[src/rtl/cpu_mtimer.sv]
// cpu_mtimer: memory-mapped 64-bit machine timer with prescaler; MTIMER_MSIP_EN adds the msip register
module cpu_mtimer #(
  parameter int XLEN = 32,
  parameter int PRESC_W = 16,
  parameter int unsigned PRESC_RESET = 0
) (
  input  logic            clk,
  input  logic            rst_n,
  input  logic            req,
  input  logic            we,
  input  logic [4:0]      addr,
  input  logic [XLEN-1:0] wdata,
  input  logic [3:0]      wstrb,
  output logic [XLEN-1:0] rdata,
  output logic            rvalid,
  output logic            mti_pending,
  output logic            msi_pending
);
  logic [63:0]        r_mtime, r_mtimecmp;
  logic [PRESC_W-1:0] r_div, r_presc;
  logic [XLEN-1:0]    r_rdata;
  logic               r_rvalid, r_mti;
  logic               w_wr, w_tick, w_div_wr;
  logic [2:0]         w_off;
  logic [63:0]        w_mtime_nx, w_cmp_nx;
  logic [PRESC_W-1:0] w_div_nx, w_presc_nx;
  logic [31:0]        w_msip_rd, w_rd;

  function automatic logic [31:0] merge(input logic [31:0] old, input logic [31:0] d, input logic [3:0] s);
    for (int i = 0; i < 4; i++) merge[8*i +: 8] = s[i] ? d[8*i +: 8] : old[8*i +: 8];
  endfunction

  // Next-state values: a written mtime half replaces the tick result and suppresses any carry
  always_comb begin
    w_off = addr[4:2];
    w_wr = req & we & (|wstrb);
    w_tick = r_presc == r_div;
    w_div_wr = w_wr && w_off == 3'd4;
    w_mtime_nx = (w_wr && w_off == 3'd0) ? {r_mtime[63:32], merge(r_mtime[31:0], wdata, wstrb)} :
                 (w_wr && w_off == 3'd1) ? {merge(r_mtime[63:32], wdata, wstrb), r_mtime[31:0]} :
                 r_mtime + 64'(w_tick);
    w_cmp_nx = (w_wr && w_off == 3'd2) ? {r_mtimecmp[63:32], merge(r_mtimecmp[31:0], wdata, wstrb)} :
               (w_wr && w_off == 3'd3) ? {merge(r_mtimecmp[63:32], wdata, wstrb), r_mtimecmp[31:0]} :
               r_mtimecmp;
    w_div_nx = r_div;
    for (int b = 0; b < PRESC_W; b++) w_div_nx[b] = (w_div_wr && wstrb[b/8]) ? wdata[b] : r_div[b];
    w_presc_nx = (w_div_wr || w_tick) ? '0 : r_presc + 1'b1;
    w_rd = (w_off == 3'd0) ? r_mtime[31:0] :
           (w_off == 3'd1) ? r_mtime[63:32] :
           (w_off == 3'd2) ? r_mtimecmp[31:0] :
           (w_off == 3'd3) ? r_mtimecmp[63:32] :
           (w_off == 3'd4) ? 32'(r_div) :
           (w_off == 3'd5) ? w_msip_rd : 32'd0;
  end

  // Timer state, interrupt compare on next-state values, and registered read response
  always_ff @(posedge clk or negedge rst_n) begin
    if (!rst_n) begin
      r_mtime <= '0;
      r_mtimecmp <= '1;
      r_div <= PRESC_W'(PRESC_RESET);
      r_presc <= '0;
      r_rdata <= '0;
      r_rvalid <= 1'b0;
      r_mti <= 1'b0;
    end else begin
      r_mtime <= w_mtime_nx;
      r_mtimecmp <= w_cmp_nx;
      r_div <= w_div_nx;
      r_presc <= w_presc_nx;
      r_mti <= w_mtime_nx >= w_cmp_nx;
      r_rvalid <= req & ~we;
      if (req && !we) r_rdata <= w_rd;
    end
  end

`ifdef MTIMER_MSIP_EN
  logic r_msip;
  // Software interrupt flag, written through byte 0 of its register
  always_ff @(posedge clk or negedge rst_n) begin
    if (!rst_n) r_msip <= 1'b0;
    else if (w_wr && w_off == 3'd5 && wstrb[0]) r_msip <= wdata[0];
  end
  assign w_msip_rd = {31'd0, r_msip};
  assign msi_pending = r_msip;
`else
  assign w_msip_rd = 32'd0;
  assign msi_pending = 1'b0;
`endif

  assign rdata = r_rdata;
  assign rvalid = r_rvalid;
  assign mti_pending = r_mti;
endmodule

[config.mk]
export PLATFORM = sky130hd
export DESIGN_NAME = cpu_mtimer
export DESIGN_NICKNAME = d
export VERILOG_FILES = /design/src/rtl/cpu_mtimer.sv
export SDC_FILE = /design/constraint.sdc
export NUM_CORES = 1
export LEC_CHECK = 0
export CAP_MARGIN = 25
export CORE_MARGIN = 8
export CORE_UTILIZATION = 45
export DETAILED_ROUTE_END_ITERATION = 16
export PLACE_DENSITY = 0.72
export SYNTH_ARGS = -nofsm -noshare
export SYNTH_HDL_FRONTEND = slang
export SYNTH_SLANG_ARGS = --single-unit
[constraint.sdc]
create_clock -name clk -period 12.39 [get_ports clk]
set_clock_uncertainty 0.1 [all_clocks]
set_input_delay 3.0975 -clock clk [delete_from_list [all_inputs] [get_ports clk]]
set_output_delay 3.0975 -clock clk [all_outputs]
set_load 0.02 [all_outputs]
# After elaboration in Yosys (flattened, before gate mapping)

Cells that the tools add are included.
Widths: inputs -> output; s select.

Flip-flop bits (word level): 194
Input port bits: 45
Word-level logic and storage cells: 58

$add $sub $neg: 2
Magnitude comparators: 1
Equality and inequality tests: 5
Muxes and demuxes: 26
Bitwise operators: 4
Reductions and logical operators: 12

Operators with widths:

| cell                  | number |
|---|---|
| $mux 64               | 4 |
| $mux 32               | 4 |
| $mux 8                | 16 |
| $add 64x1->64         | 1 |
| $ge 64x64->1          | 1 |
| $mux 16               | 2 |
| $add 16x1->16 const B | 1 |
| $eq 16x16->1          | 1 |
| $logic_and 1x1->1     | 8 |
| $eq 3x2->1 const B    | 2 |
| $reduce_or 4->1       | 1 |
| $and 1x1->1           | 3 |
| $eq 3x1->1 const B    | 1 |
| $eq 3x3->1 const B    | 1 |
| $logic_not 3->1       | 1 |
| $logic_not 1->1       | 1 |
| $logic_or 1x1->1      | 1 |
| $not 1->1             | 1 |

# Logic depth before layout (Yosys ltp)

Gate-level depths: netlist (run 1).

Depth after elaboration: 6
Mapped depth: 19

# Worst setup path after synthesis (run 1)

No wires, ideal clock.

Kind: input -> register
Start: in wstrb[0]
End: reg r_mti, in the netlist mti_pending
Setup time: 0.139 ns
Arrival: 6.357 ns
Slack: 5.794 ns
Cell stages on the path: 16
Buffers on the path: 3
Cell sequence: clkbuf_1 or4_1 and3_1 clkbuf_1 nand2b_1 clkbuf_1 nor2_1 a211oi_1 o22a_1 ha_1 a21o_1 nand3_1 a2111oi_0 or4_1 a221oi_1 a22oi_1

Word-level cells in the longest chain between the ends: 6

RTL lines:

| what                     | RTL line | source |
|---|---|---|
| start: declaration       | 13       | `input logic [3:0] wstrb,` |
| $reduce_or 4->1 (*)      | 36       | `w_wr = req & we & (\|wstrb);` |
| $and 1x1->1 (*)          | 36       |  |
| $logic_and 1x1->1        | 40       | `(w_wr && w_off == 3'd1) ? {merge(r_mtime[63:32], wdata, wstrb), r_mtime[31:0]} :` |
| $mux 64                  | 40       |  |
| $mux 64 (*)              | 39       | `w_mtime_nx = (w_wr && w_off == 3'd0) ? {r_mtime[63:32], merge(r_mtime[31:0], wdata, wstrb)} :` |
| named net w_mtime_nx[17] | 25       | `logic [63:0] w_mtime_nx, w_cmp_nx;` |
| $ge 64x64->1 (*)         | 71       | `r_mti <= w_mtime_nx >= w_cmp_nx;` |
| end signal: assignment   | 71       |  |
| end: declaration         | 22       | `logic r_rvalid, r_mti;` |

The timed path passes the listed nets; every way through them passes the cells marked *.
A chain may end at the register's enable or synchronous reset.

# Worst setup path after layout (run 1)

Start: in wstrb[1]
End: reg r_mti, in the netlist mti_pending

Same word-level chain as after synthesis.

==> results of run 1 <==
==> sequential cells by signal (all words and copies together) (netlist names) <==
signal,flops
r_mtimecmp,64
rvalid,1
r_presc,16
rdata,32
r_div,16
mti_pending,1
r_mtime,64
==> kinds of logic (layout without fill, tap and decap cells) <==
family                   after synthesis  count (layout)  synth area share, %
adder cells (fa/ha/maj)               67              67                 6.99
AND/OR/NAND/NOR                      403             403                 17.0
other                                  1               1               0.0313
buffers and inverters                 96             167                 3.11
XOR/XNOR                              33              33                 2.41
flip-flops                           194             194                 41.1
multiplexers                         150             150                 16.6
AO/OA/AOI/OAI                        220             220                 12.7
==> worst max-delay path, cell delays in order <==
cell and delay (ns):
clkdlybuf4s50_1 0.72, or4_1 0.76, nand4_1 0.28, nand3_1 0.17, nor2_1 0.59, a311oi_1 0.30, ha_1 0.38, nand4_1 0.24
nor4_1 0.94, nand2_1 0.11, nor3_1 0.19, a221oi_1 0.13, a22oi_1 0.32
==> routing by layer <==
layer  GRT usage [%]  up-vias  share of wire, %
li1                -     4516                 -
met1            28.2     4960                42
met2            35.7      417                48
met3            4.30       78               7.2
met4            6.91        0               2.7
met5               0        -                 0
==> power by group through the flow <==
stage / combinational, mW / clock, mW / sequential (mW)
floorplan: 0.433 / 0 / 0.929
global placement: 0.634 / 0 / 0.944
detailed placement: 0.657 / 0 / 0.952
CTS: 0.661 / 0.553 / 0.942
global route: 0.736 / 0.576 / 0.966
finish: 0.664 / 0.545 / 0.947
==> worst max-delay path by stage <==
| stage | startpoint | to | slack [ns] | cells past startpoint |
|---|---|---|---|---|
| floorplan | wstrb[0] | mti_pending | 5.79 | 16 |
| global placement | wstrb[1] | mti_pending | 4.27 | 14 |
| detailed placement | wstrb[1] | mti_pending | 4.21 | 14 |
| CTS | wstrb[1] | mti_pending | 4.64 | 14 |
| global route | wstrb[1] | mti_pending | 4.18 | 14 |
| finish | wstrb[1] | mti_pending | 4.39 | 13 |
==> through the flow <==
stage	setup slack (ns)	utilization (%)	total power [mW]	cell area, sq um	hold slack [ns]
final	4.39	52.4	2.16	13700	0.377
after global routing	4.18	52.4	2.28	13700	0.423
after CTS	4.64	52.2	2.16	13600	0.387
after detailed placement	4.21	50.0	1.61	13100	0.370
after global placement	4.27	50.0	1.58	13100	0.359
after floorplan	5.79	-	1.36	12000	0.379
==> placed cells by master, fill, tap and decap left out, types with 27 or more instances in the layout <==
cell type	Yosys	routed
a211oi_1	37	37
a21oi_1	49	49
and3_1	27	27
clkdlybuf4s50_1	0	73
dfrtp_1	130	130
dfstp_2	64	64
ha_1	67	67
inv_1	43	43
mux2_2	70	70
mux2i_1	48	48
mux4_2	32	32
nand2_1	86	86
nand3_1	45	45
nand4_1	38	38
nor2_1	95	95
nor3_1	40	39
o21ai_0	33	33
==> final cells by class <==
class / count / area share [%]
Inverter: 44 / 1.21
Timing Repair Buffer: 91 / 6.62
Tap cell: 335 / 3.06
Sequential cell: 194 / 36.0
Clock inverter: 13 / 0.859
Clock buffer: 19 / 3.31
Multi-Input combinational cell: 874 / 48.9
==> flow_metrics.py, run 1 <==
metrics = {
    "hold_path": {
        "min_from": "rdata[8]",
        "min_to": "rdata[8]",
        "hold_path_class": "flop to flop",
        "min_path_cells": 2,
    },
    "critical_path": {
        "worstPathRequired_ns": 12.62,
        "worstSetupPathType": "input pin to flop",
        "arrival_ns": 8.24,
        "r2r-end": "mti_pending",
        "path_max_fanout": 13,
        "r2r_start": "r_div[15]",
        "cp-end-kind": "flop",
        "start_kind": "input pin",
        "r2r_setup_slack_ns": 6.19,
        "r2r_cells": 17,
    },
    "clock_tree": {
        "cts_buffers": 17,
        "hold_buffers": 0,
        "cts.path.max_buffers": 2,
        "clkTransAtPathRegs_ns": 0.08,
        "cts_tree": "yes",
        "cts_htree_levels": 4,
        "clock_latency_ns": 0.44,
        "cts_num_sinks": 194,
        "cts_resized": 0,
        "cts_setup_buffers": 0,
        "cts_root_buffer": "clkbuf_16",
    },
    "die": {
        "boundaryPins": 80,
        "dieHeight_um": 179,
        "coreArea_sq_um": 26100,
        "dieWidth_um": 179,
        "std_cell_rows": 59,
        "initial_core_util_pct": 45.9,
        "dieArea_sq_um": 32100,
    },
    "grt": {
        "grt_pass1_vias": 9807,
        "grt_max_degree": 122,
        "grt-ovfl-total": 0,
        "grt_antenna_before_repair": 0,
        "grt_pass1_wl_um": 54200,
        "grtUsageTotal_pct": 21.7,
    },
    "power": {
        "p_leak_nw": 5.52,
        "p_int_mw": 1.39,
        "p_per_area_nw_per_um2": 157,
        "ir_drop_uv": 101,
        "switchingPower_mw": 0.766,
        "swShare_pct": 35.5,
        "seq_power_share_pct": 43.9,
        "p_comb_share_pct": 30.8,
        "power_frac_clock_pct": 25.3,
    },
    "synth": {
        "syn-num-nets": 1276,
        "synth-edff-count": 0,
        "yosys.area.top_type_share_pct": 27.1,
        "synth_top_area_cell": "dfrtp_1",
        "ys_seq_area_share_pct": 41.1,
        "syn_area_sq_um": 12000,
        "synth_area_leaders": "dfrtp_1 27%, dfstp_2 14%, ha_1 7.0%, mux2_2 6.6%, mux4_2 6.0%",
        "dominantRegCellSynth": "dfrtp_1",
        "yosysWarnings": 0,
        "yosys.cell_types.count": 64,
        "syn_inst": 1164,
        "yosysMostFrequentCell": "dfrtp_1",
        "syn_avg_cell_area_sq_um": 10.3,
        "async_flop_share_pct": 100,
        "ys_ff_latch": 194,
        "synth.top_cells.by_count": "130 x dfrtp_1, 95 x nor2_1, 86 x nand2_1",
    },
    "sta": {
        "fin_crit_sh_pct": 64.6,
        "slew_violations": 0,
        "fmax_mhz": 125,
        "timing.slew.headroom_pct": 32.1,
        "finalCriticalPeriod_ns": 8.00,
        "tightest_slew_ns": 1.01,
        "hold_violations": 0,
        "setup_viol": 0,
        "fin_tns_setup_ns": 0,
        "rsz0062_at_grt": "no",
    },
    "finish": {
        "regArea_sq_um": 4930,
        "finalNonFillerCells": 1570,
        "fill_cells": 2340,
        "drive_gt1_share_pct": 18.8,
        "fin_nets": 1334,
        "area_delta_synth_final_pct": 14.2,
        "multi_input_area_sq_um": 6700,
        "antennaDiodeCount": 0,
    },
    "drt": {
        "drtAntennaViolNets": 0,
        "wl_per_cell_um": 21.8,
        "wl_um": 34300,
        "vias": 9971,
        "vias_per_cell": 6.35,
        "first_iter_violations": 999,
        "drc_errors": 0,
        "dr.pass1.iters": 6,
    },
    "placement": {
        "placedCellCount": 1536,
        "io_buffers": 76,
        "gp_congestion": 0.938,
        "place_hpwl_um": 25100,
    },
    "run_status": {
        "status": "complete, no violations",
    },
    "run": {
        "maxCapViolations": 0,
    },
}
Power figures use the tool's default switching activity.
==> run 2, diff against run 1 <==
Clock period 12.39 ns to 8.4 ns, I/O delays scaled along.
==> run 2 against run 1 <==
Net effect: critical path type unchanged; final cell count stayed put; routed wire length is 0.31% lower; global-route usage is 0.21 points higher; largest power group unchanged; first-iteration DRC count is 4.3% lower; sequential cell count stayed put; clock power is 42% higher; combinational power is 47% higher; utilization is 0.16 points lower.
==> flow_metrics.py, run 2 (synthesis gave the netlist of run 1 again) <==
metrics = {
    "power": {
        "ir_drop_uv": 144,
        "p_leak_nw": 5.51,
        "p_per_area_nw_per_um2": 230,
        "fin_total_pwr_mw": 3.15,
    },
    "hold_path": {
        "hold_path_class": "flop to flop",
    },
    "grt": {
        "grt_pass1_wl_um": 54500,
        "grt-ovfl-total": 0,
        "grt_pass1_vias": 9965,
        "grt_antenna_before_repair": 0,
        "grtUsageTotal_pct": 21.9,
        "grt_max_degree": 132,
    },
    "clock_tree": {
        "clkTransAtPathRegs_ns": 0.07,
        "cts_buffers": 17,
        "cts.path.max_buffers": 2,
        "cts_root_buffer": "clkbuf_16",
        "clock_latency_ns": 0.45,
        "cts_resized": 0,
        "cts_htree_levels": 4,
        "hold_buffers": 0,
        "cts_tree": "yes",
        "cts_num_sinks": 194,
        "cts_setup_buffers": 0,
    },
    "sta": {
        "rsz0062_at_grt": "no",
        "fin_crit_sh_pct": 81.1,
        "hold_ws_ns": 0.381,
        "fmax_mhz": 147,
        "tightest_slew_ns": 0.985,
        "slew_violations": 0,
        "timing.slew.headroom_pct": 34.3,
        "setup_viol": 0,
        "finalCriticalPeriod_ns": 6.81,
        "fin_tns_setup_ns": 0,
        "hold_violations": 0,
    },
    "drt": {
        "wl_met2_um": 16600,
        "drc_errors": 0,
        "vias_per_cell": 6.33,
        "vias": 9940,
        "wl_per_cell_um": 21.8,
        "first_iter_violations": 956,
        "top_layer": "met4",
        "wl_um": 34200,
        "dr.pass1.iters": 5,
        "wl_met1_um": 14600,
        "wl_met3_um": 2330,
        "drtAntennaViolNets": 0,
    },
    "die": {
        "dieArea_sq_um": 32100,
        "dieWidth_um": 179,
        "boundaryPins": 80,
        "coreArea_sq_um": 26100,
        "std_cell_rows": 59,
        "dieHeight_um": 179,
        "initial_core_util_pct": 45.9,
    },
    "placement": {
        "dpl_cell_area_sq_um": 13100,
        "gp_congestion": 0.908,
        "io_buffers": 76,
        "place_hpwl_um": 25200,
    },
    "finish": {
        "fin_nets": 1334,
        "multi_input_area_sq_um": 6700,
        "fill_cells": 2313,
        "area_delta_synth_final_pct": 13.8,
        "regArea_sq_um": 4930,
        "antennaDiodeCount": 0,
        "drive_gt1_share_pct": 18.6,
        "design_area_sq_um": 13700,
        "mostFrequentLayoutCells": "130 x dfrtp_1, 94 x nor2_1, 86 x nand2_1, 73 x clkdlybuf4s50_1, 70 x mux2_2",
        "final_common_cell": "dfrtp_1",
    },
    "critical_path": {
        "cp-end-kind": "flop",
        "arrival_ns": 7.01,
        "start_kind": "input pin",
        "worstSetupPathType": "input pin to flop",
        "path_max_fanout": 35,
        "worstPathRequired_ns": 8.60,
    },
    "run": {
        "maxCapViolations": 0,
    },
    "run_status": {
        "status": "complete, no violations",
    },
}
-- run 2: cell count changes in the layout (fill, tap and decap cells not counted), sizes merged --
cell      before  now
clkinv         4    6
clkinvlp       3    1
-- run 2: metal layers --
layer  track usage [%]  up-vias
met2              36.7      412
met3              4.28       57
met5                 0        -
met1              28.3     4955
met4              6.35        0
li1                  -     4516
-- run 2: path summary, 6_finish.rpt --
kind	to	startpoint	slack, ns	cells past startpoint
setup reg to reg	mti_pending	r_div[15]	2.39	17
setup / recovery	mti_pending	wstrb[3]	1.59	14
min in group asynchronous	rdata[14]	rst_n	1.48	1
hold reg to reg	rdata[7]	rdata[7]	0.38	2
hold / removal	rdata[7]	rdata[7]	0.38	2
max in group asynchronous	rdata[31]	rst_n	5.54	2
-- run 2: worst max-delay path, stage by stage --
cell	delay [ns]
clkdlybuf4s50_1	0.72
or4_1	0.68
nand3_1	0.47
buf_4	0.48
nand2_1	0.12
nor3_1	0.21
a211oi_1	0.11
a311oi_1	0.39
ha_1	0.32
and4_1	0.22
a221oi_1	0.55
o41ai_1	0.16
nor4_1	0.33
a22oi_1	0.14
-- run 2: final cells by class --
| type | instances | share of cell area (%) |
|---|---|---|
| inverter | 44 | 1.21 |
| timing repair buffer | 91 | 6.59 |
| clock inverter | 13 | 0.733 |
| clock buffer | 19 | 3.17 |
| tap | 335 | 3.07 |
| multi-input combinational | 874 | 49.1 |
| sequential | 194 | 36.1 |
-- run 2: metrics by stage --
stage          worst slack [ns]  util (%)  instances
3_5_place_dp               1.40      50.0       1536
3_3_place_gp               1.39      50.0       1536
5_1_grt                    1.43      52.3       1570
6_report                   1.59      52.3       1570
4_1_cts                    1.84      52.1       1568
2_1_floorplan              2.80         -       1164
-- run 2: power breakdown --
group	internal (mW)	switching, mW	total [mW]
Clock	0.386	0.388	0.774
Sequential	1.18	0.221	1.40
Combinational	0.465	0.509	0.974
==> run 3, diff against run 2 <==
Settings changed: PLACE_DENSITY 0.72 to 0.74.
Clock period 8.4 ns to 5.5 ns, I/O delays scaled along.
==> run 3 against run 2 <==
Net effect: global-route usage grew 1.2 points; total power is 59% higher; count of clock-buffer cells in the layout down 1; clock power increased by 64%; first-iteration DRC count grew 30%; sequential cell count is the same.
==> flow_metrics.py, run 3 (synthesis gave the netlist of run 1 again) <==
metrics = {
    "drt": {
        "wl_per_cell_um": 22.1,
        "drtAntennaViolNets": 0,
        "dr.pass1.iters": 6,
        "vias": 10300,
        "wl_um": 36400,
        "vias_per_cell": 6.25,
        "drc_errors": 0,
        "first_iter_violations": 1242,
    },
    "finish": {
        "fin_nets": 1414,
        "final_util_pct": 55.5,
        "area_delta_synth_final_pct": 21.0,
        "antennaDiodeCount": 0,
        "finalNonFillerCells": 1650,
        "mostFrequentLayoutCells": "128 x dfrtp_1, 94 x nor2_1, 88 x buf_4, 86 x nand2_1, 73 x clkdlybuf4s50_1",
        "design_area_sq_um": 14500,
        "final_common_cell": "dfrtp_1",
        "drive_gt1_share_pct": 25.6,
        "fill_cells": 2252,
    },
    "critical_path": {
        "start_kind": "input pin",
        "worstSetupPathType": "input pin to flop",
        "path_max_fanout": 17,
        "cp-end-kind": "flop",
        "worstPathRequired_ns": 5.71,
        "arrival_ns": 5.52,
    },
    "die": {
        "dieArea_sq_um": 32100,
        "dieHeight_um": 179,
        "dieWidth_um": 179,
        "initial_core_util_pct": 45.9,
        "coreArea_sq_um": 26100,
        "boundaryPins": 80,
        "std_cell_rows": 59,
    },
    "power": {
        "fin_total_pwr_mw": 5.01,
        "ir_drop_uv": 219,
        "p_per_area_nw_per_um2": 345,
        "p_leak_nw": 5.97,
    },
    "grt": {
        "grtUsageTotal_pct": 23.0,
        "grt_util_met3_pct": 3.83,
        "grt_pass1_vias": 10400,
        "grt-ovfl-total": 0,
        "grt_pass1_wl_um": 57400,
        "top_usage_layer": "met2",
        "grt_max_degree": 104,
        "grt_use_met2_pct": 38.1,
        "use_met1_pct": 29.6,
        "grt_antenna_before_repair": 0,
    },
    "clock_tree": {
        "cts_htree_levels": 4,
        "clock_latency_ns": 0.45,
        "cts_buffers": 17,
        "hold_buffers": 0,
        "cts_num_sinks": 194,
        "cts.path.max_buffers": 2,
        "clkTransAtPathRegs_ns": 0.07,
        "cts_root_buffer": "clkbuf_16",
        "cts_tree": "yes",
    },
    "sta": {
        "hold_violations": 0,
        "setup_slack_ns": 0.194,
        "fmax_mhz": 188,
        "timing.slew.headroom_pct": 42.5,
        "finalCriticalPeriod_ns": 5.31,
        "tightest_slew_ns": 0.862,
        "fin_crit_sh_pct": 96.5,
        "slew_violations": 0,
        "setup_viol": 0,
    },
    "hold_path": {
        "hold_path_class": "flop to flop",
    },
    "placement": {
        "dpl_cell_area_sq_um": 13700,
        "dp_slack_ns": -0.279,
        "placedCellCount": 1611,
        "io_buffers": 76,
        "gp_congestion": 0.972,
        "place_hpwl_um": 26800,
    },
    "run": {
        "maxCapViolations": 0,
    },
    "run_status": {
        "status": "complete, no violations",
    },
}
[run 3: cell count changes in the layout (fill, tap and decap cells not counted), sizes merged]
cell / before / now
or4: 5 / 6
clkinv: 6 / 7
buf: 17 / 96
clkbuf: 20 / 19
[run 3: what timing repair did]
item                                    4_1_cts  5_1_grt
gates cloned                                  0        1
pin swaps                                     1       12
endpoints found under the hold margin         0        0
resized for setup                             3       26
buffers inserted                              0        5
endpoints found under the setup margin        1        1
[run 3: metal layers]
metal	vias up	wire [um]
li1	4672	-
met1	5065	15200
met2	479	17400
met3	95	2390
met4	0	1430
met5	-	0
[run 3: worst max-delay path, stage by stage]
cell and delay, ns:
clkdlybuf4s50_1 0.55, or4_1 0.59, buf_4 0.18, and3_1 0.21, buf_4 0.22, a21oi_1 0.23
nand3_1 0.15, a21o_1 0.21, a221o_1 0.32, ha_1 0.32, nand4_1 0.19, a21oi_1 0.09
o311a_1 0.35, a221oi_1 0.26, buf_4 0.17, a22oi_1 0.08
[run 3: final timing paths]
| kind | start | to | slack (ns) | cells after the start |
|---|---|---|---|---|
| max | wstrb[1] | mti_pending | 0.19 | 16 |
| min | rdata[6] | rdata[6] | 0.38 | 2 |
| max reg2reg | r_presc[12] | mti_pending | 0.22 | 19 |
| min reg2reg | rdata[6] | rdata[6] | 0.38 | 2 |
| max in group asynchronous | rst_n | r_mtimecmp[10] | 3.20 | 2 |
| min in group asynchronous | rst_n | rvalid | 0.86 | 1 |
[run 3: cell type report]
type / count / area, sq um / area share, %
Multi-Input combinational cell: 875 / 6850 / 47.2
Tap cell: 335 / 419 / 2.89
Clock buffer: 18 / 439 / 3.03
Sequential cell: 194 / 4940 / 34.0
Clock inverter: 14 / 161 / 1.11
Timing Repair Buffer: 170 / 1540 / 10.6
Inverter: 44 / 165 / 1.14
[run 3: report_power, final]
group / leakage [nW] / internal [mW] / switching (mW)
clock: 0.290 / 0.625 / 0.648
combinational: 3.42 / 0.770 / 0.821
sequential: 2.26 / 1.80 / 0.349
[run 3: stage by stage]
step / setup TNS [ns] / hold WS [ns]
after floorplan: 0 / 0.379
after global placement: -0.221 / 0.359
after detailed placement: -0.279 / 0.369
after CTS: 0 / 0.386
after global routing: -0.0594 / 0.401
final: 0 / 0.378
